$ cat src/rtl/avg_alarm_monitor.sv
// Threshold alarm monitor for the 8-bit average stream: persistence/hysteresis FSM,
// min/max/count statistics and a held interrupt. Optional step-rate check: AVG_MON_RATE_EN.
module avg_alarm_monitor #(
    parameter logic [7:0]  HI_THR   = 8'd200,
    parameter logic [7:0]  LO_THR   = 8'd50,
    parameter logic [7:0]  HYST     = 8'd8,
    parameter int unsigned PERSIST  = 3,
    parameter logic [7:0]  RATE_MAX = 8'd32
) (
    input  logic        clk_i,
    input  logic        rst_i,
    input  logic [7:0]  avg_i,
    input  logic        avg_valid_i,
    input  logic        clear_i,
    input  logic        irq_ack_i,
    output logic        alarm_hi_o,
    output logic        alarm_lo_o,
    output logic        irq_o,
    output logic [1:0]  event_code_o,
    output logic        overrun_o,
    output logic [7:0]  min_o,
    output logic [7:0]  max_o,
    output logic [15:0] sample_cnt_o,
    output logic        rate_err_o
);

    localparam logic [2:0] ST_NORMAL   = 3'd0;
    localparam logic [2:0] ST_PEND_HI  = 3'd1;
    localparam logic [2:0] ST_ALARM_HI = 3'd2;
    localparam logic [2:0] ST_PEND_LO  = 3'd3;
    localparam logic [2:0] ST_ALARM_LO = 3'd4;

    localparam logic [1:0] EVT_HI = 2'b01;
    localparam logic [1:0] EVT_LO = 2'b10;

    // Exit thresholds are widened to 9 bits so HYST cannot wrap them.
    localparam logic [8:0] HI_EXIT_C = {1'b0, HI_THR} - {1'b0, HYST};
    localparam logic [8:0] LO_EXIT_C = {1'b0, LO_THR} + {1'b0, HYST};
    localparam logic [3:0] PERSIST_C = 4'(PERSIST);
    localparam logic [2:0] HI_ENTRY_C = (PERSIST_C == 4'd1) ? ST_ALARM_HI : ST_PEND_HI;
    localparam logic [2:0] LO_ENTRY_C = (PERSIST_C == 4'd1) ? ST_ALARM_LO : ST_PEND_LO;

    logic [2:0]  state_r;
    logic [2:0]  state_nxt_s;
    logic [3:0]  pcnt_r;
    logic [3:0]  pcnt_nxt_s;
    logic        is_hi_s;
    logic        is_lo_s;
    logic        below_hi_exit_s;
    logic        above_lo_exit_s;
    logic        event_s;
    logic [1:0]  event_code_nxt_s;
    logic        alarm_hi_r;
    logic        alarm_lo_r;
    logic        irq_r;
    logic [1:0]  event_code_r;
    logic        overrun_r;
    logic [7:0]  min_r;
    logic [7:0]  max_r;
    logic [15:0] sample_cnt_r;

    assign is_hi_s         = (avg_i >= HI_THR);
    assign is_lo_s         = (avg_i <= LO_THR);
    assign below_hi_exit_s = ({1'b0, avg_i} < HI_EXIT_C);
    assign above_lo_exit_s = ({1'b0, avg_i} > LO_EXIT_C);

    // Next-state and persistence counter, evaluated only on valid samples
    always_comb begin
        state_nxt_s = state_r;
        pcnt_nxt_s  = pcnt_r;
        if (avg_valid_i) begin
            case (state_r)
                ST_NORMAL: begin
                    if (is_hi_s) begin
                        state_nxt_s = HI_ENTRY_C;
                        pcnt_nxt_s  = 4'd1;
                    end else if (is_lo_s) begin
                        state_nxt_s = LO_ENTRY_C;
                        pcnt_nxt_s  = 4'd1;
                    end else begin
                        state_nxt_s = ST_NORMAL;
                        pcnt_nxt_s  = 4'd0;
                    end
                end
                ST_PEND_HI: begin
                    if (is_hi_s) begin
                        pcnt_nxt_s  = pcnt_r + 4'd1;
                        state_nxt_s = ((pcnt_r + 4'd1) >= PERSIST_C) ? ST_ALARM_HI : ST_PEND_HI;
                    end else if (is_lo_s) begin
                        state_nxt_s = LO_ENTRY_C;
                        pcnt_nxt_s  = 4'd1;
                    end else begin
                        state_nxt_s = ST_NORMAL;
                        pcnt_nxt_s  = 4'd0;
                    end
                end
                ST_PEND_LO: begin
                    if (is_lo_s) begin
                        pcnt_nxt_s  = pcnt_r + 4'd1;
                        state_nxt_s = ((pcnt_r + 4'd1) >= PERSIST_C) ? ST_ALARM_LO : ST_PEND_LO;
                    end else if (is_hi_s) begin
                        state_nxt_s = HI_ENTRY_C;
                        pcnt_nxt_s  = 4'd1;
                    end else begin
                        state_nxt_s = ST_NORMAL;
                        pcnt_nxt_s  = 4'd0;
                    end
                end
                ST_ALARM_HI: begin
                    if (below_hi_exit_s && is_lo_s) begin
                        state_nxt_s = LO_ENTRY_C;
                        pcnt_nxt_s  = 4'd1;
                    end else if (below_hi_exit_s) begin
                        state_nxt_s = ST_NORMAL;
                        pcnt_nxt_s  = 4'd0;
                    end else begin
                        state_nxt_s = ST_ALARM_HI;
                        pcnt_nxt_s  = pcnt_r;
                    end
                end
                ST_ALARM_LO: begin
                    if (above_lo_exit_s && is_hi_s) begin
                        state_nxt_s = HI_ENTRY_C;
                        pcnt_nxt_s  = 4'd1;
                    end else if (above_lo_exit_s) begin
                        state_nxt_s = ST_NORMAL;
                        pcnt_nxt_s  = 4'd0;
                    end else begin
                        state_nxt_s = ST_ALARM_LO;
                        pcnt_nxt_s  = pcnt_r;
                    end
                end
                default: begin
                    state_nxt_s = ST_NORMAL;
                    pcnt_nxt_s  = 4'd0;
                end
            endcase
        end else begin
            state_nxt_s = state_r;
            pcnt_nxt_s  = pcnt_r;
        end
    end

    // Alarm-entry event detection; leaving an alarm never raises one
    always_comb begin
        if (avg_valid_i && (state_nxt_s == ST_ALARM_HI) && (state_r != ST_ALARM_HI)) begin
            event_s          = 1'b1;
            event_code_nxt_s = EVT_HI;
        end else if (avg_valid_i && (state_nxt_s == ST_ALARM_LO) && (state_r != ST_ALARM_LO)) begin
            event_s          = 1'b1;
            event_code_nxt_s = EVT_LO;
        end else begin
            event_s          = 1'b0;
            event_code_nxt_s = 2'b00;
        end
    end

    // FSM state, alarm flags, interrupt and overrun registers
    always_ff @(posedge clk_i) begin
        if (rst_i) begin
            state_r      <= ST_NORMAL;
            pcnt_r       <= 4'd0;
            alarm_hi_r   <= 1'b0;
            alarm_lo_r   <= 1'b0;
            irq_r        <= 1'b0;
            event_code_r <= 2'b00;
            overrun_r    <= 1'b0;
        end else begin
            state_r    <= state_nxt_s;
            pcnt_r     <= pcnt_nxt_s;
            alarm_hi_r <= (state_nxt_s == ST_ALARM_HI);
            alarm_lo_r <= (state_nxt_s == ST_ALARM_LO);
            // A new event outranks a same-cycle ack, and that ack also suppresses overrun.
            if (event_s) begin
                irq_r        <= 1'b1;
                event_code_r <= event_code_nxt_s;
            end else if (irq_ack_i) begin
                irq_r <= 1'b0;
            end
            if (event_s && irq_r && !irq_ack_i) begin
                overrun_r <= 1'b1;
            end else if (clear_i) begin
                overrun_r <= 1'b0;
            end
        end
    end

    // Running min/max and saturating sample counter
    always_ff @(posedge clk_i) begin
        if (rst_i) begin
            min_r        <= 8'hFF;
            max_r        <= 8'h00;
            sample_cnt_r <= 16'd0;
        end else if (clear_i) begin
            if (avg_valid_i) begin
                min_r        <= avg_i;
                max_r        <= avg_i;
                sample_cnt_r <= 16'd1;
            end else begin
                min_r        <= 8'hFF;
                max_r        <= 8'h00;
                sample_cnt_r <= 16'd0;
            end
        end else if (avg_valid_i) begin
            min_r        <= (avg_i < min_r) ? avg_i : min_r;
            max_r        <= (avg_i > max_r) ? avg_i : max_r;
            sample_cnt_r <= (sample_cnt_r == 16'hFFFF) ? sample_cnt_r : (sample_cnt_r + 16'd1);
        end
    end

`ifdef AVG_MON_RATE_EN
    logic [7:0] prev_r;
    logic       has_prev_r;
    logic       rate_err_r;
    logic [8:0] diff_s;
    logic [8:0] abs_diff_s;
    logic       rate_viol_s;

    // Magnitude of the step from the previous accepted sample
    always_comb begin
        diff_s      = {1'b0, avg_i} - {1'b0, prev_r};
        abs_diff_s  = diff_s[8] ? (9'd0 - diff_s) : diff_s;
        rate_viol_s = has_prev_r && (abs_diff_s > {1'b0, RATE_MAX});
    end

    // Previous-sample tracking and sticky rate error
    always_ff @(posedge clk_i) begin
        if (rst_i) begin
            prev_r     <= 8'd0;
            has_prev_r <= 1'b0;
            rate_err_r <= 1'b0;
        end else if (clear_i) begin
            // A sample arriving with clear starts a fresh history and is never rate-checked.
            rate_err_r <= 1'b0;
            has_prev_r <= avg_valid_i;
            prev_r     <= avg_valid_i ? avg_i : prev_r;
        end else if (avg_valid_i) begin
            rate_err_r <= rate_err_r | rate_viol_s;
            prev_r     <= avg_i;
            has_prev_r <= 1'b1;
        end
    end

    assign rate_err_o = rate_err_r;
`else
    logic unused_rate_s;
    assign unused_rate_s = ^RATE_MAX;
    assign rate_err_o    = 1'b0;
`endif

    assign alarm_hi_o   = alarm_hi_r;
    assign alarm_lo_o   = alarm_lo_r;
    assign irq_o        = irq_r;
    assign event_code_o = event_code_r;
    assign overrun_o    = overrun_r;
    assign min_o        = min_r;
    assign max_o        = max_r;
    assign sample_cnt_o = sample_cnt_r;

endmodule
$ cat config.mk
export PLATFORM = sky130hd
export DESIGN_NAME = avg_alarm_monitor
export DESIGN_NICKNAME = d
export VERILOG_FILES = /design/src/rtl/avg_alarm_monitor.sv
export SDC_FILE = /design/constraint.sdc
export NUM_CORES = 1
export LEC_CHECK = 0
export BUFFER_PORTS_ARGS = -buffer_cell sky130_fd_sc_hd__buf_4
export CAP_MARGIN = 20
export CELL_PAD_IN_SITES_DETAIL_PLACEMENT = 1
export CELL_PAD_IN_SITES_GLOBAL_PLACEMENT = 2
export CORE_ASPECT_RATIO = 1.5
export CORE_MARGIN = 1
export CORE_UTILIZATION = 34
export CTS_BUF_LIST = sky130_fd_sc_hd__clkbuf_8
export CTS_CLUSTER_DIAMETER = 30
export CTS_CLUSTER_SIZE = 20
export DETAILED_ROUTE_END_ITERATION = 10
export MAX_ROUTING_LAYER = met4
export PLACE_DENSITY = 0.86
export SLEW_MARGIN = 20
export SYNTH_ARGS = -nofsm -noshare
export SYNTH_HDL_FRONTEND = slang
export SYNTH_SLANG_ARGS = --single-unit
$ cat constraint.sdc
create_clock -name clk_i -period 2.08 [get_ports clk_i]
set_clock_uncertainty 0.1 [all_clocks]
set_input_delay 0.312 -clock clk_i [delete_from_list [all_inputs] [get_ports clk_i]]
set_output_delay 0.312 -clock clk_i [all_outputs]
set_load 0.005 [all_outputs]
======== Word-level counts from Yosys, hierarchy flattened ========
Cells that the tools add are included.
Widths: inputs -> output; s select.
word-level totals
  register bits after elaboration ......... 45
  word-level logic and storage cells ...... 93
cells by class
  add/subtract/negate cells ............... 2
  $lt $le $gt $ge ......................... 7
  equality and inequality tests ........... 12
  multiplexer cells ....................... 43
  reductions and logical operators ........ 19
operators by type and width
  kind                   count
  $mux 8                 8
  $mux 16                3
  $mux 4                 6
  $pmux 4 s5             1
  $mux 3                 6
  $add 16x1->16 const B  1
  $eq 16x16->1 const B   1
  $pmux 3 s5             1
  $mux 2                 7
  $mux 1                 11
  $reduce_bool 2->1      5
  $eq 3x2->1 const B     3
  $ne 3x3->1 const B     3
  $ge 8x8->1 const B     1
  $gt 8x6->1 const B     1
  $gt 8x8->1             1
  $le 8x6->1 const B     1
  $logic_and 1x1->1      8
  $lt 8x8->1             1
  $lt 8x8->1 const B     1
  $eq 3x3->1 const B     2
  $reduce_and 2->1       3
  $add 4x1->4 const B    1
  $ge 4x2->1 const B     1
  6 further kinds        6

======== Longest topological paths before layout ========
Gate-level depths: netlist of run 1.
  word-level depth ........................ 14
  mapped depth ............................ 8
  mapped depth without buffers ............ 8

======== Worst setup path after synthesis of run 1 ========
Ideal clock, no wire load.
  path type ............................... reg-to-reg
  from .................................... register max_r[3], in the netlist max_o[3]
  to ...................................... register max_r[3], in the netlist max_o[3]
  library setup time ...................... 0.058 ns
  data arrival time ....................... 1.725 ns
  slack ................................... 0.197 ns
  stages on the path, launching flop included .. 9
  buffers on the path ..................... 0
  clock period less this slack ............ 1.883 ns
  path through ............................ dfxtp_1 -> inv_1 -> ha_1 -> nand3_1 -> a21oi_1 -> a211oi_1 -> o21a_1 -> nor4_2 -> a22o_2
between the ends
  cells in the longest elaborated chain, start to end .. 3
ends and longest elaborated chain
  item                         RTL line  text
  start, declared              59        logic [7:0] max_r;
  start signal, assigned       197       max_r <= avg_i;
  start signal, assigned       206       max_r <= (avg_i > max_r) ? avg_i : max_r;
  $gt 8x8->1                   206
  $reduce_bool 2->1 (no line)  --
  $reduce_and 2->1 (no line)   --
No other way between the ends.
A chain may end at the register's enable or synchronous reset.

======== Worst setup path in the final report of run 1 ========
  from .................................... register max_r[1], in the netlist max_o[1]
  to ...................................... register max_r[3], in the netlist max_o[3]
Same word-level chain as after synthesis.

==> results.md, run 1 <==
Worst setup path:
- STA classifies the critical path startpoint as a flop.
- The worst setup path is captured at a flop.
- The endpoint arrival time on the critical path is 2160 ps.
- For the worst setup path, the data required time is about 2200 ps.
- The critical path starts at max_o[1].
- In this run the worst path has a maximum fanout of 5.
- The launch instance of the worst register-to-register path is max_o[1].
- The type of the worst setup path is reg2reg.

Drt:
- In the routed layout, each cell is associated on average with a via count of 5.21.
- Summing over every cut layer, the via total after detailed routing is 2,496.
- The total wirelength of the detailed-routed design is slightly above 7000 um.
- For this block, the initial DRC count from the detailed router was 76.
- The number of optimization iterations in the first detailed-route pass is 4.
- After detailed routing, the number of remaining DRC violations is 0.
- The routed length per placed instance is ~15 um.
- The detail route stage leaves a number of antenna-violating nets equal to 0.

Min path:
- The worst hold path belongs to the class in2reg.
- The worst hold path begins at avg_i[0].

Power and ir drop:
- The sequential group share of total power is 0.506.
- Internal power comes to about 1300 uW.
- Across the VDD grid, the largest voltage drop is between 200 and 300 uV.
- The clock share of power is 0.302.
- In this run the power spent charging and discharging nets is between 500 and 600 uW.
- The power density relative to cell area is around 520 nW/um^2.
- The share of total power dissipated in combinational logic is 0.193.
- The switching share of power is 0.288.
- For this design the static power due to leakage is roughly 0.0016 uW.

Synthesis:
- The post-synthesis compound-gate area fraction is 0.214.
- The most common flop cell mapped by yosys is sky130_fd_sc_hd__dfxtp_1.
- Of the post-synthesis cell area, the part taken by muxes is 0.0340.
- The post-synthesis adder-cell area fraction is 0.0850.
- The number of enable-type register cells in the synthesized netlist is 0.
- The number of different library cells in the post-synthesis netlist is 63.
- In the synthesized netlist the async set-or-reset flop fraction comes to 0.
- Yosys printed 0 warnings.
- The combined area of all synthesized cells is about 2700 um^2.
- The number of synthesized register bits is 45.
- Of the synthesized area, sequential elements account for 0.340.
- Counting every net in the synthesized netlist gives 338.
- By area, the combinational part of the netlist is dominated by simple AND/OR/NAND/NOR gates.
- Of the total synthesized cell area, the portion taken by XOR and XNOR cells is 0.0463.
- Counting every instance in the synthesized netlist gives roughly 310.
- Of the total synthesized cell area, the portion taken by AND, OR, NAND and NOR gates is 0.222.
- The synthesized area per cell is between 8 and 9 um^2.

Floorplanning:
- Pin placement for this block handled 52 I/O pins.
- From left edge to right edge, the die measures around 74 um.
- The height of the die is 110 um.
- The initial core utilization is 0.350.
- The initialized floorplan defines 39 standard-cell rows.
- The core area is around 7600 um^2.
- The overall die area is around 8000 um^2.

Global routing:
- The global-route wire length before repair is between 10,000 and 15,000 um.
- Across every metal layer, demand over resource in global routing totals 0.191.
- The initial antenna violation count is 0.
- The remaining global-route overflow is 0.
- The via count of the first global-routing pass is approximately 2,400.
- Entering global routing, the biggest net connects 31 pins.

Clocking:
- Counting every sink on the clock net gives 45.
- No sink is reached through more buffers than the 2 on the longest clock path.
- Clock tree synthesis inserted a total of 5 buffers.
- In this run the number of H-tree levels came out at 2.
- After clock tree synthesis, the clock-pin slew on the worst setup and hold paths is roughly 90 ps.
- Hold repair after CTS inserted 0 buffers.
- CTS placed an instance of sky130_fd_sc_hd__clkbuf_8 at the clock tree root.
- The clock tree from TritonCTS is done.
- Clock latency on the worst-skew pair, taken at its later pin, is approximately 300 ps.

Place:
- The routability congestion estimate is 0.860.
- Counting tap cells, the placed design contains a total of 466 instances.
- The count of buffers added on input and output ports is 50.
- The cell area reported after detailed placement is approximately 3200 um^2.
- The HPWL after detailed placement is between 5000 and 6000 um.

Timing:
- After layout, the minimum clock period comes to 2060 ps.
- The final max-slew violation count was 0.
- Setup violations remaining at the end of the flow were counted as 0.
- Hold is met by ~180 ps.
- The number of hold-slack violations in the final timing report is 0.
- Timing would allow up to 486 MHz.
- Of the available clock period, the critical path in the final layout requires 0.989.
- The setup TNS after final layout is 0 ps.

Final layout:
- The finished layout holds 479 standard cells, fillers aside.
- The net total in the final layout is between 400 and 500.
- Leaving out fill and tap cells, the most frequent cells in the layout are sky130_fd_sc_hd__buf_4 (73), sky130_fd_sc_hd__dfxtp_1 (39), sky130_fd_sc_hd__nor2_1 (36), sky130_fd_sc_hd__inv_1 (20), sky130_fd_sc_hd__ha_1 (15).
- The final instance area is roughly 3500 um^2.
- The proportion of layout cells with a drive suffix above 1 is 0.316.
- The relative area change from synthesis to final layout is 30.4%.
- The library cell used most frequently in the layout, excluding fill and tap cells, is sky130_fd_sc_hd__buf_4.
- The antenna cell count is 0.
- The number of fill cells in the layout is 886.

Job:
- The number of maximum-capacitance violations is 0.

Run status:
- The flow ran to the end, and the final reports show no timing, DRC or antenna violations.
## metal layers
metal / GRT usage / wire (um)
met5: - / 0
met4: 0.0577 / 150
met3: 0.0191 / 233
met2: 0.349 / 3870
met1: 0.215 / 2980
## final timing paths
path                     to  cells after the start  slack, ps
setup reg to reg   max_o[3]                      9         20
hold reg to reg   overrun_o                      2        370
setup / recovery   max_o[3]                      9         20
hold / removal     max_o[0]                      2        180
## power groups by stage
stage | combinational, uW | sequential, uW | clock [uW]
floorplan | 185 | 927 | 0
global placement | 313 | 931 | 0
detailed placement | 320 | 931 | 0
CTS | 329 | 912 | 566
global route | 384 | 917 | 614
finish | 347 | 912 | 544
## what timing repair did
item	CTS	global route
endpoints found under the setup margin	8	16
resized for setup	2	24
pin swaps	1	7
buffers inserted	2	3
hold endpoints to repair	0	0
## sequential cells by signal, summed over array words and instances (netlist names)
name          count
alarm_lo_o        1
alarm_hi_o        1
state_r           3
pcnt_r            4
event_code_o      2
min_o             8
irq_o             1
sample_cnt_o     16
max_o             8
overrun_o         1
## layout make-up
cell class	instances	area (um^2)	share of cell area
clock inverters	3	13.8	0.00398
well taps	102	128	0.0369
multi-input cells	230	1690	0.489
flip-flops and latches	45	911	0.264
clock buffers	5	68.8	0.0199
repair buffers	74	568	0.164
inverters	20	75.1	0.0217
## worst max-delay path, cell delays in order, from the launching register on
cell	delay, ps
sky130_fd_sc_hd__dfxtp_2	350
sky130_fd_sc_hd__inv_1	40
sky130_fd_sc_hd__ha_1	290
sky130_fd_sc_hd__nand2b_1	100
sky130_fd_sc_hd__a21oi_2	170
sky130_fd_sc_hd__a211oi_1	60
sky130_fd_sc_hd__o21a_1	210
sky130_fd_sc_hd__o31a_1	270
sky130_fd_sc_hd__buf_4	160
sky130_fd_sc_hd__a22o_2	200
## kinds of logic (layout without fill, tap and decap cells)
family / Yosys count / after routing
adders and majority gates: 18 / 18
and+or+nand+nor: 115 / 115
AOI/OAI and AO/OA: 73 / 73
other: 1 / 1
muxes: 9 / 9
buffers and inverters: 32 / 102
xor gates and xnor gates: 14 / 14
DFF: 45 / 45
## through the flow
step	setup WS [ps]	total power [uW]	util
2_1_floorplan	197	1110	-
3_3_place_gp	-135	1240	0.427
3_5_place_dp	-190	1250	0.427
4_1_cts	2.51	1810	0.442
5_1_grt	-28.2	1910	0.457
6_report	22.0	1800	0.457
## synthesized netlist by cell type, types with 2 or more instances
library cell | n | area share
sky130_fd_sc_hd__clkbuf_1 | 6 | 0.0085
sky130_fd_sc_hd__mux2i_1 | 9 | 0.034
sky130_fd_sc_hd__nor3_1 | 13 | 0.025
sky130_fd_sc_hd__or2_2 | 2 | 0.0047
sky130_fd_sc_hd__a21o_1 | 7 | 0.020
sky130_fd_sc_hd__and4_1 | 2 | 0.0066
sky130_fd_sc_hd__o21ai_1 | 5 | 0.0094
sky130_fd_sc_hd__a21oi_1 | 14 | 0.026
sky130_fd_sc_hd__ha_1 | 18 | 0.085
sky130_fd_sc_hd__or2b_2 | 2 | 0.0066
sky130_fd_sc_hd__dfxtp_1 | 45 | 0.34
sky130_fd_sc_hd__nand2_1 | 14 | 0.020
sky130_fd_sc_hd__and2_1 | 5 | 0.012
sky130_fd_sc_hd__nor2_1 | 39 | 0.055
sky130_fd_sc_hd__nand2b_1 | 4 | 0.0094
sky130_fd_sc_hd__inv_1 | 20 | 0.028
sky130_fd_sc_hd__o211a_1 | 2 | 0.0076
sky130_fd_sc_hd__buf_6 | 2 | 0.0085
sky130_fd_sc_hd__a22o_1 | 7 | 0.023
sky130_fd_sc_hd__a21o_2 | 2 | 0.0066
sky130_fd_sc_hd__xor2_1 | 11 | 0.036
sky130_fd_sc_hd__and3_1 | 4 | 0.0094
sky130_fd_sc_hd__a211oi_1 | 5 | 0.014
sky130_fd_sc_hd__nand4_1 | 6 | 0.014
sky130_fd_sc_hd__xnor2_1 | 3 | 0.0099
sky130_fd_sc_hd__o32ai_1 | 2 | 0.0066
sky130_fd_sc_hd__nand3_1 | 11 | 0.021
sky130_fd_sc_hd__nor3b_1 | 2 | 0.0057
sky130_fd_sc_hd__o21ai_0 | 9 | 0.017
sky130_fd_sc_hd__o21a_1 | 3 | 0.0085
Note: power is estimated with default switching activity, not from simulation.
==> inputs of run 2 (changes only) <==
--- a/config.mk
+++ b/config.mk
@@ -17,7 +17,7 @@
 export CTS_CLUSTER_SIZE = 20
 export DETAILED_ROUTE_END_ITERATION = 10
 export MAX_ROUTING_LAYER = met4
-export PLACE_DENSITY = 0.86
+export PLACE_DENSITY_LB_ADDON = 0.1
 export SLEW_MARGIN = 20
 export SYNTH_ARGS = -nofsm -noshare
 export SYNTH_HDL_FRONTEND = slang
==> run 2 against run 1 <==
  * Combinational power rose by 5.8%
  * Register-to-register slack barely moved
  * Power rose by 1.0%
  * Routed wire length rose by 11%
  * Via count rose by 0.64%
  * Hold slack barely moved
  * Sequential share of layout area fell by 0.47 points
  * Critical endpoint is now alarm_hi_o
==> results.md, run 2 (synthesis results as in run 1) <==
Clocking:
- The clock tree from TritonCTS is done (unchanged).
- The total clock buffers created by CTS is 5 (unchanged).
- The count of clock tree sinks is 45 (unchanged).
- The cell chosen for the clock root is sky130_fd_sc_hd__clkbuf_8 (unchanged).
- The number of buffers on the longest clock path is 2 (unchanged).
- The clock transition time at the flip-flop clock pins of the worst setup and hold paths is 90 ps (about the same).
- The latest clock arrival within the worst-skew pair is 300 ps (about the same).
- The CTS H-tree depth is 2 (unchanged).

Timing:
- The setup TNS after final layout came to 0 ps (unchanged).
- The slew at the pin closest to its max-slew limit is around 500 ps.
- The worst slew slack as a fraction of its limit is 0.661.
- The final count of negative-setup-slack endpoints was 0 (unchanged).
- The final max-slew violation count is 0 (unchanged).
- The number of hold-slack violations in the final timing report was 0 (unchanged).
- The highest attainable clock frequency is 486 MHz (about the same).
- The worst path setup slack after routing came to 22.9 ps (was 22.0 ps).
- The fraction of the cycle the final worst path needs is 0.989 (about the same).
- The minimum period implied by the final worst setup slack is 2060 ps (about the same).

Final layout:
- The most common library cell in the layout ignoring fill and taps is sky130_fd_sc_hd__buf_4 (unchanged).
- Most used cells in the layout excluding fill and tap cells: sky130_fd_sc_hd__buf_4 (77), sky130_fd_sc_hd__nor2_1 (38), sky130_fd_sc_hd__dfxtp_1 (37), sky130_fd_sc_hd__inv_1 (20) (was sky130_fd_sc_hd__buf_4 (73), sky130_fd_sc_hd__dfxtp_1 (39), sky130_fd_sc_hd__nor2_1 (36), sky130_fd_sc_hd__inv_1 (20), sky130_fd_sc_hd__ha_1 (15)).
- The proportion of layout cells with a drive suffix above 1 came to 0.330 (was 0.316).
- The relative area change from synthesis to final layout is 33.1% (was 30.4%).
- The net total in the final layout is 412 (was 407).
- The footprint of the multi-input gates was 1720 um^2 (was 1690 um^2).
- The number of fill cells in the layout was 939 (was 886).
- The final instance area is 3530 um^2 (was 3450 um^2).
- The antenna cell count is 0 (unchanged).
- The footprint of the flip-flops and latches is 913 um^2 (was 911 um^2).
- The number of flip-flops under the largest register name is 16 (unchanged).

Drt:
- The number of optimization iterations in the first detailed-route pass is 4 (unchanged).
- The via count is 2,512 (was 2,496).
- The initial DRC count is 49 (was 76).
- The total wirelength of the detailed-routed design is 8000 um (was 7240 um).
- The post-detailed-route count of antenna-violating nets is 0 (unchanged).
- The number of design rule violations left after detail routing was 0 (unchanged).
- The detailed-route vias per instance came to 5.19 (was 5.21).
- The routed length per placed instance is 16.5 um (was 15.1 um).

Worst setup path:
- The worst setup slack for register-to-register paths is 20 ps (about the same).
- The kind of end point of the critical path is a flop (unchanged).
- The count of buffering cells on the critical path with inverters included was 1 (was 2).
- The type of the worst setup path is reg2reg (unchanged).
- Crit path cell chain: inv_1, ha_2, nand4b_1, nor2_2, a2111oi_4, a32o_2, a21o_1, and3b_1 (was inv_1, ha_1, nand2b_1, a21oi_2, a211oi_1, o21a_1, o31a_1, buf_4, a22o_2).
- The worst endpoint required time was 2180 ps (about the same).
- The worst setup path endpoint was alarm_hi_o (was max_o[3]).
- The reg-to-reg critical path endpoint is alarm_hi_o (was max_o[3]).
- The instance count on the critical path is 8 (was 9).
- The kind of cell adding the most delay to the critical path was simple AND/OR/NAND/NOR gates (was compound AO/OA/AOI/OAI gates).
- The critical path launch point type is a flop (unchanged).
- The endpoint arrival time on the critical path is 2150 ps (was 2160 ps).
- The master of the slowest instance on the critical path was sky130_fd_sc_hd__dfxtp_4 (was sky130_fd_sc_hd__dfxtp_2).
- The launching instance or port of the critical path is pcnt_r[0] (was max_o[1]).
- The launch instance of the worst register-to-register path is pcnt_r[0] (was max_o[1]).
- The number of cells traversed by the worst register-to-register path is 8 (was 9).
- The highest cell delay on the worst timing path is 380 ps (was 350 ps).
- The maximum fanout along the worst path is 4 (was 5).

Place:
- The worst setup timing slack at the placement stage is -240 ps (was -190 ps).
- The number of buffer cells added on primary ports is 50 (unchanged).
- The cell area reported after detailed placement came to 3260 um^2 (was 3230 um^2).
- The routability congestion estimate came to 0.817 (was 0.860).
- The detailed-placement wirelength estimate was 5930 um (was 5380 um).

Power and ir drop:
- The switching share of power is 0.291 (was 0.288).
- The final total power is 1820 uW (was 1800 uW).
- The combinational share of power is 0.201 (was 0.193).
- The clock share of power came to 0.298 (was 0.302).
- The highest ir drop seen on vdd is 495 uV (was 281 uV).
- The switching power of the nets is 531 uW (was 520 uW).
- The internal power of the cells is 1290 uW (was 1280 uW).
- The power density relative to cell area is 517 nW/um^2 (was 522 nW/um^2).
- The sequential group share of total power was 0.501 (was 0.506).
- The static power due to leakage is 0.00158 uW (was 0.00155 uW).

Floorplanning:
- The number of top-level design ports came to 52 (unchanged).
- The initial core utilization came to 0.350 (unchanged).
- The standard-cell row count came to 39 (unchanged).
- The width of the die is 74.1 um (unchanged).
- The overall die area is 8160 um^2 (unchanged).
- The height of the die is 110 um (unchanged).
- The core area is 7560 um^2 (unchanged).

Global routing:
- The overall global routing resource usage is 0.210 (was 0.191).
- The via count of the first global-routing pass came to 2,582 (was 2,432).
- The pin count of the biggest net entering global routing was 31 (unchanged).
- The global-route wire length before repair is 12,500 um (was 11,600 um).
- The initial antenna violation count was 0 (unchanged).
- The remaining global-route overflow was 0 (unchanged).

Job:
- The number of maximum-capacitance violations is 0 (unchanged).

Run status:
- Outcome: finished clean (unchanged).

Min path:
- The path type of the worst min-delay path was in2reg (unchanged).
## run 2: cell count changes in the layout (fill, tap and decap cells not counted), sizes merged
cell | previous run | this run
buf | 74 | 79
## run 2: final cells by class
cell class	instances	share of cell area
multi-input combinational	230	0.487
sequential	45	0.259
clock buffer	5	0.0195
clock inverter	3	0.00390
tap	102	0.0362
timing repair buffer	79	0.173
inverter	20	0.0213
## run 2: routing by layer
| metal | wire length (um) | vias up | GRT usage |
|---|---|---|---|
| li1 | - | 1242 | - |
| met1 | 3230 | 1225 | 0.221 |
| met2 | 4440 | 38 | 0.391 |
| met3 | 181 | 7 | 0.0300 |
| met4 | 152 | 0 | 0.0728 |
| met5 | 0 | - | - |
## run 2: worst min path at each step
| stage | startpoint | end | slack [ps] | depth (start not counted) |
|---|---|---|---|---|
| finish | avg_i[0] | max_o[0] | 180 | 2 |
| global route | avg_i[0] | max_o[0] | 170 | 2 |
| CTS | avg_i[0] | max_o[0] | 170 | 2 |
| detailed placement | event_code_o[0] | event_code_o[0] | 370 | 2 |
| global placement | irq_o | overrun_o | 360 | 2 |
| floorplan | avg_i[1] | max_o[1] | 340 | 1 |
## run 2: timing repair
action	CTS	global route
pin swaps	1	7
gates resized for setup	1	29
buffers inserted	2	5
hold buffers	0	0
endpoints found under the setup margin	8	16
## run 2: power by group through the flow
stage / logic, uW / clock network (uW) / registers, uW
after CTS: 336 / 570 / 912
after global placement: 325 / 0 / 932
after global routing: 404 / 602 / 917
after detailed placement: 329 / 0 / 932
after floorplan: 185 / 0 / 927
final: 367 / 543 / 913
## run 2: through the flow
stage / hold WS, ps / utilization / instances
after floorplan: 345 / - / 307
after global placement: 361 / 0.430 / 469
after detailed placement: 368 / 0.430 / 469
after CTS: 168 / 0.445 / 479
after global routing: 173 / 0.466 / 484
final: 180 / 0.466 / 484
==> inputs of run 3 (changes only) <==
==> constraint.sdc (replaced) <==
create_clock -name clk_i -period 2.2 [get_ports clk_i]
set_clock_uncertainty 0.1 [all_clocks]
set_input_delay 0.33 -clock clk_i [delete_from_list [all_inputs] [get_ports clk_i]]
set_output_delay 0.33 -clock clk_i [all_outputs]
set_load 0.005 [all_outputs]
==> run 3 against run 2 <==
  * Via count shrank 3.2%
  * Sequential share of layout area grew 1.6 points
  * Cell count shrank 3.5%
  * Critical path type unchanged
  * Largest cell class unchanged
==> results.md, run 3 (synthesis results as in run 1) <==
Run status:
- Outcome: finished clean (unchanged).

Final layout:
- The final core utilization came to 0.433 (was 0.466).
- The antenna cell count is 0 (unchanged).
- The most common library cell in the layout ignoring fill and taps is sky130_fd_sc_hd__buf_4 (unchanged).
- The net total in the final layout is 395 (was 412).
- The number of standard cells in the final layout excluding fillers came to 467 (was 484).
- Most used cells in the layout excluding fill and tap cells: sky130_fd_sc_hd__buf_4 (61), sky130_fd_sc_hd__dfxtp_1 (44), sky130_fd_sc_hd__nor2_1 (38), sky130_fd_sc_hd__inv_1 (21), sky130_fd_sc_hd__ha_1 (18) (was sky130_fd_sc_hd__buf_4 (77), sky130_fd_sc_hd__nor2_1 (38), sky130_fd_sc_hd__dfxtp_1 (37), sky130_fd_sc_hd__inv_1 (20)).
- The number of flip-flops under the largest register name is 16 (unchanged).
- The relative area change from synthesis to final layout is 23.7% (was 33.1%).
- The proportion of layout cells with a drive suffix above 1 is 0.244 (was 0.330).

Clocking:
- The count of clock tree sinks is 45 (unchanged).
- The number of buffers on the longest clock path was 2 (unchanged).
- The clock transition time at the flip-flop clock pins of the worst setup and hold paths was 80 ps (was 90 ps).
- The clock tree from TritonCTS was done (unchanged).
- The total clock buffers created by CTS came to 5 (unchanged).
- The latest clock arrival within the worst-skew pair came to 310 ps (was 300 ps).
- The CTS H-tree depth is 2 (unchanged).
- The cell chosen for the clock root is sky130_fd_sc_hd__clkbuf_8 (unchanged).
- The hold buffer count at CTS is 0 (unchanged).

Drt:
- The routed length per placed instance is 15.4 um (was 16.5 um).
- The initial DRC count is 41 (was 49).
- The via count is 2,432 (was 2,512).
- The number of optimization iterations in the first detailed-route pass is 4 (unchanged).
- The post-detailed-route count of antenna-violating nets is 0 (unchanged).
- The number of design rule violations left after detail routing is 0 (unchanged).
- The total wirelength of the detailed-routed design was 7170 um (was 8000 um).
- The detailed-route vias per instance is 5.21 (was 5.19).

Floorplanning:
- The overall die area was 8160 um^2 (unchanged).
- The standard-cell row count is 39 (unchanged).
- The height of the die is 110 um (unchanged).
- The number of top-level design ports is 52 (unchanged).
- The width of the die is 74.1 um (unchanged).
- The initial core utilization came to 0.350 (unchanged).
- The core area was 7560 um^2 (unchanged).

Worst setup path:
- Crit path cell chain: inv_1, ha_1, nand3_1, a21oi_1, a211oi_1, o21a_1, o31a_1, buf_4, a22o_2 (was inv_1, ha_2, nand4b_1, nor2_2, a2111oi_4, a32o_2, a21o_1, and3b_1).
- The endpoint arrival time on the critical path is 2190 ps (was 2150 ps).
- The worst setup slack for register-to-register paths is 120 ps (was 20 ps).
- The count of buffering cells on the critical path with inverters included is 2 (was 1).
- The type of the worst setup path is reg2reg (unchanged).
- The kind of cell adding the most delay to the critical path is compound AO/OA/AOI/OAI gates (was simple AND/OR/NAND/NOR gates).
- The master of the slowest instance on the critical path is sky130_fd_sc_hd__dfxtp_1 (was sky130_fd_sc_hd__dfxtp_4).
- The maximum fanout along the worst path is 4 (unchanged).
- The highest cell delay on the worst timing path is 380 ps (about the same).
- The kind of end point of the critical path is a flop (unchanged).
- The critical path launch point type was a flop (unchanged).
- The worst endpoint required time was 2310 ps (was 2180 ps).

Power and ir drop:
- The final total power is 1680 uW (was 1820 uW).
- The highest ir drop seen on vdd is 253 uV (was 495 uV).
- The static power due to leakage came to 0.00149 uW (was 0.00158 uW).
- The power density relative to cell area is 513 nW/um^2 (was 517 nW/um^2).

Place:
- The detailed-placement wirelength estimate is 5450 um (was 5930 um).
- The number of buffer cells added on primary ports was 50 (unchanged).
- The routability congestion estimate was 0.788 (was 0.817).
- The placed cell count is 457 (was 469).

Global routing:
- The remaining global-route overflow is 0 (unchanged).
- The initial antenna violation count is 0 (unchanged).
- The overall global routing resource usage is 0.189 (was 0.210).
- The global-route wire length before repair was 11,300 um (was 12,500 um).
- The via count of the first global-routing pass is 2,400 (was 2,582).
- The pin count of the biggest net entering global routing is 31 (unchanged).

Timing:
- The number of hold-slack violations in the final timing report was 0 (unchanged).
- The worst slew slack as a fraction of its limit is 0.661 (about the same).
- The minimum period implied by the final worst setup slack was 2080 ps (was 2060 ps).
- The highest attainable clock frequency is 481 MHz (was 486 MHz).
- The fraction of the cycle the final worst path needs is 0.946 (was 0.989).
- The final count of negative-setup-slack endpoints is 0 (unchanged).
- The final max-slew violation count is 0 (unchanged).
- Setup repair after global routing left no endpoint under its margin.
- The slew at the pin closest to its max-slew limit is 505 ps (was 509 ps).

Min path:
- The path type of the worst min-delay path is in2reg (unchanged).

Job:
- The number of maximum-capacitance violations was 0 (unchanged).
[run 3: timing repair]
item                                    CTS  global route
gates cloned                              0             0
buffers inserted                          0             2
endpoints found under the setup margin    8            11
gates resized for setup                   1             3
pin swaps                                 0             1
[run 3: worst register-to-register path, delay by kind of cell, from the launching register on]
family / cells / cell delay [ps]
compound gates: 5 / 890
fa+ha+maj: 1 / 300
buf+inv: 2 / 220
flops: 1 / 380
simple gates: 1 / 100
[run 3: cell type report]
type                            instances  area, um^2
Multi-Input combinational cell        230        1610
Fill cell                             921        4290
Inverter                               20        75.1
Clock inverter                          3        13.8
Timing Repair Buffer                   62         478
Sequential cell                        45         902
Clock buffer                            5        68.8
Tap cell                              102         128
[run 3: final timing paths]
| path | cells past startpoint | start | end |
|---|---|---|---|
| worst min register to register | 2 | irq_o | overrun_o |
| worst min-delay path | 2 | avg_i[0] | max_o[0] |
| worst max-delay path | 9 | max_o[3] | max_o[3] |
| worst max register to register | 9 | max_o[3] | max_o[3] |
[run 3: routing by layer]
metal  up-vias  share of wire  GRT usage
met5         -              0          -
met4         0          0.025     0.0838
met3        12          0.028     0.0300
met2        43           0.53      0.336
met1      1168           0.42      0.204
li1       1209              -          -
[run 3: per-stage QoR]
stage	area (um^2)	hold slack [ps]	worst slack [ps]	TNS, ps
floorplan	2650	353	317	0
global placement	3170	358	-34.2	-179
detailed placement	3170	370	-89.7	-644
CTS	3260	174	41.2	0
global route	3280	186	7.80	0
finish	3280	188	119	0
[run 3: report_power, final]
group | switching [uW] | internal [uW]
clock network | 305 | 216
registers | 24.9 | 839
logic | 158 | 138
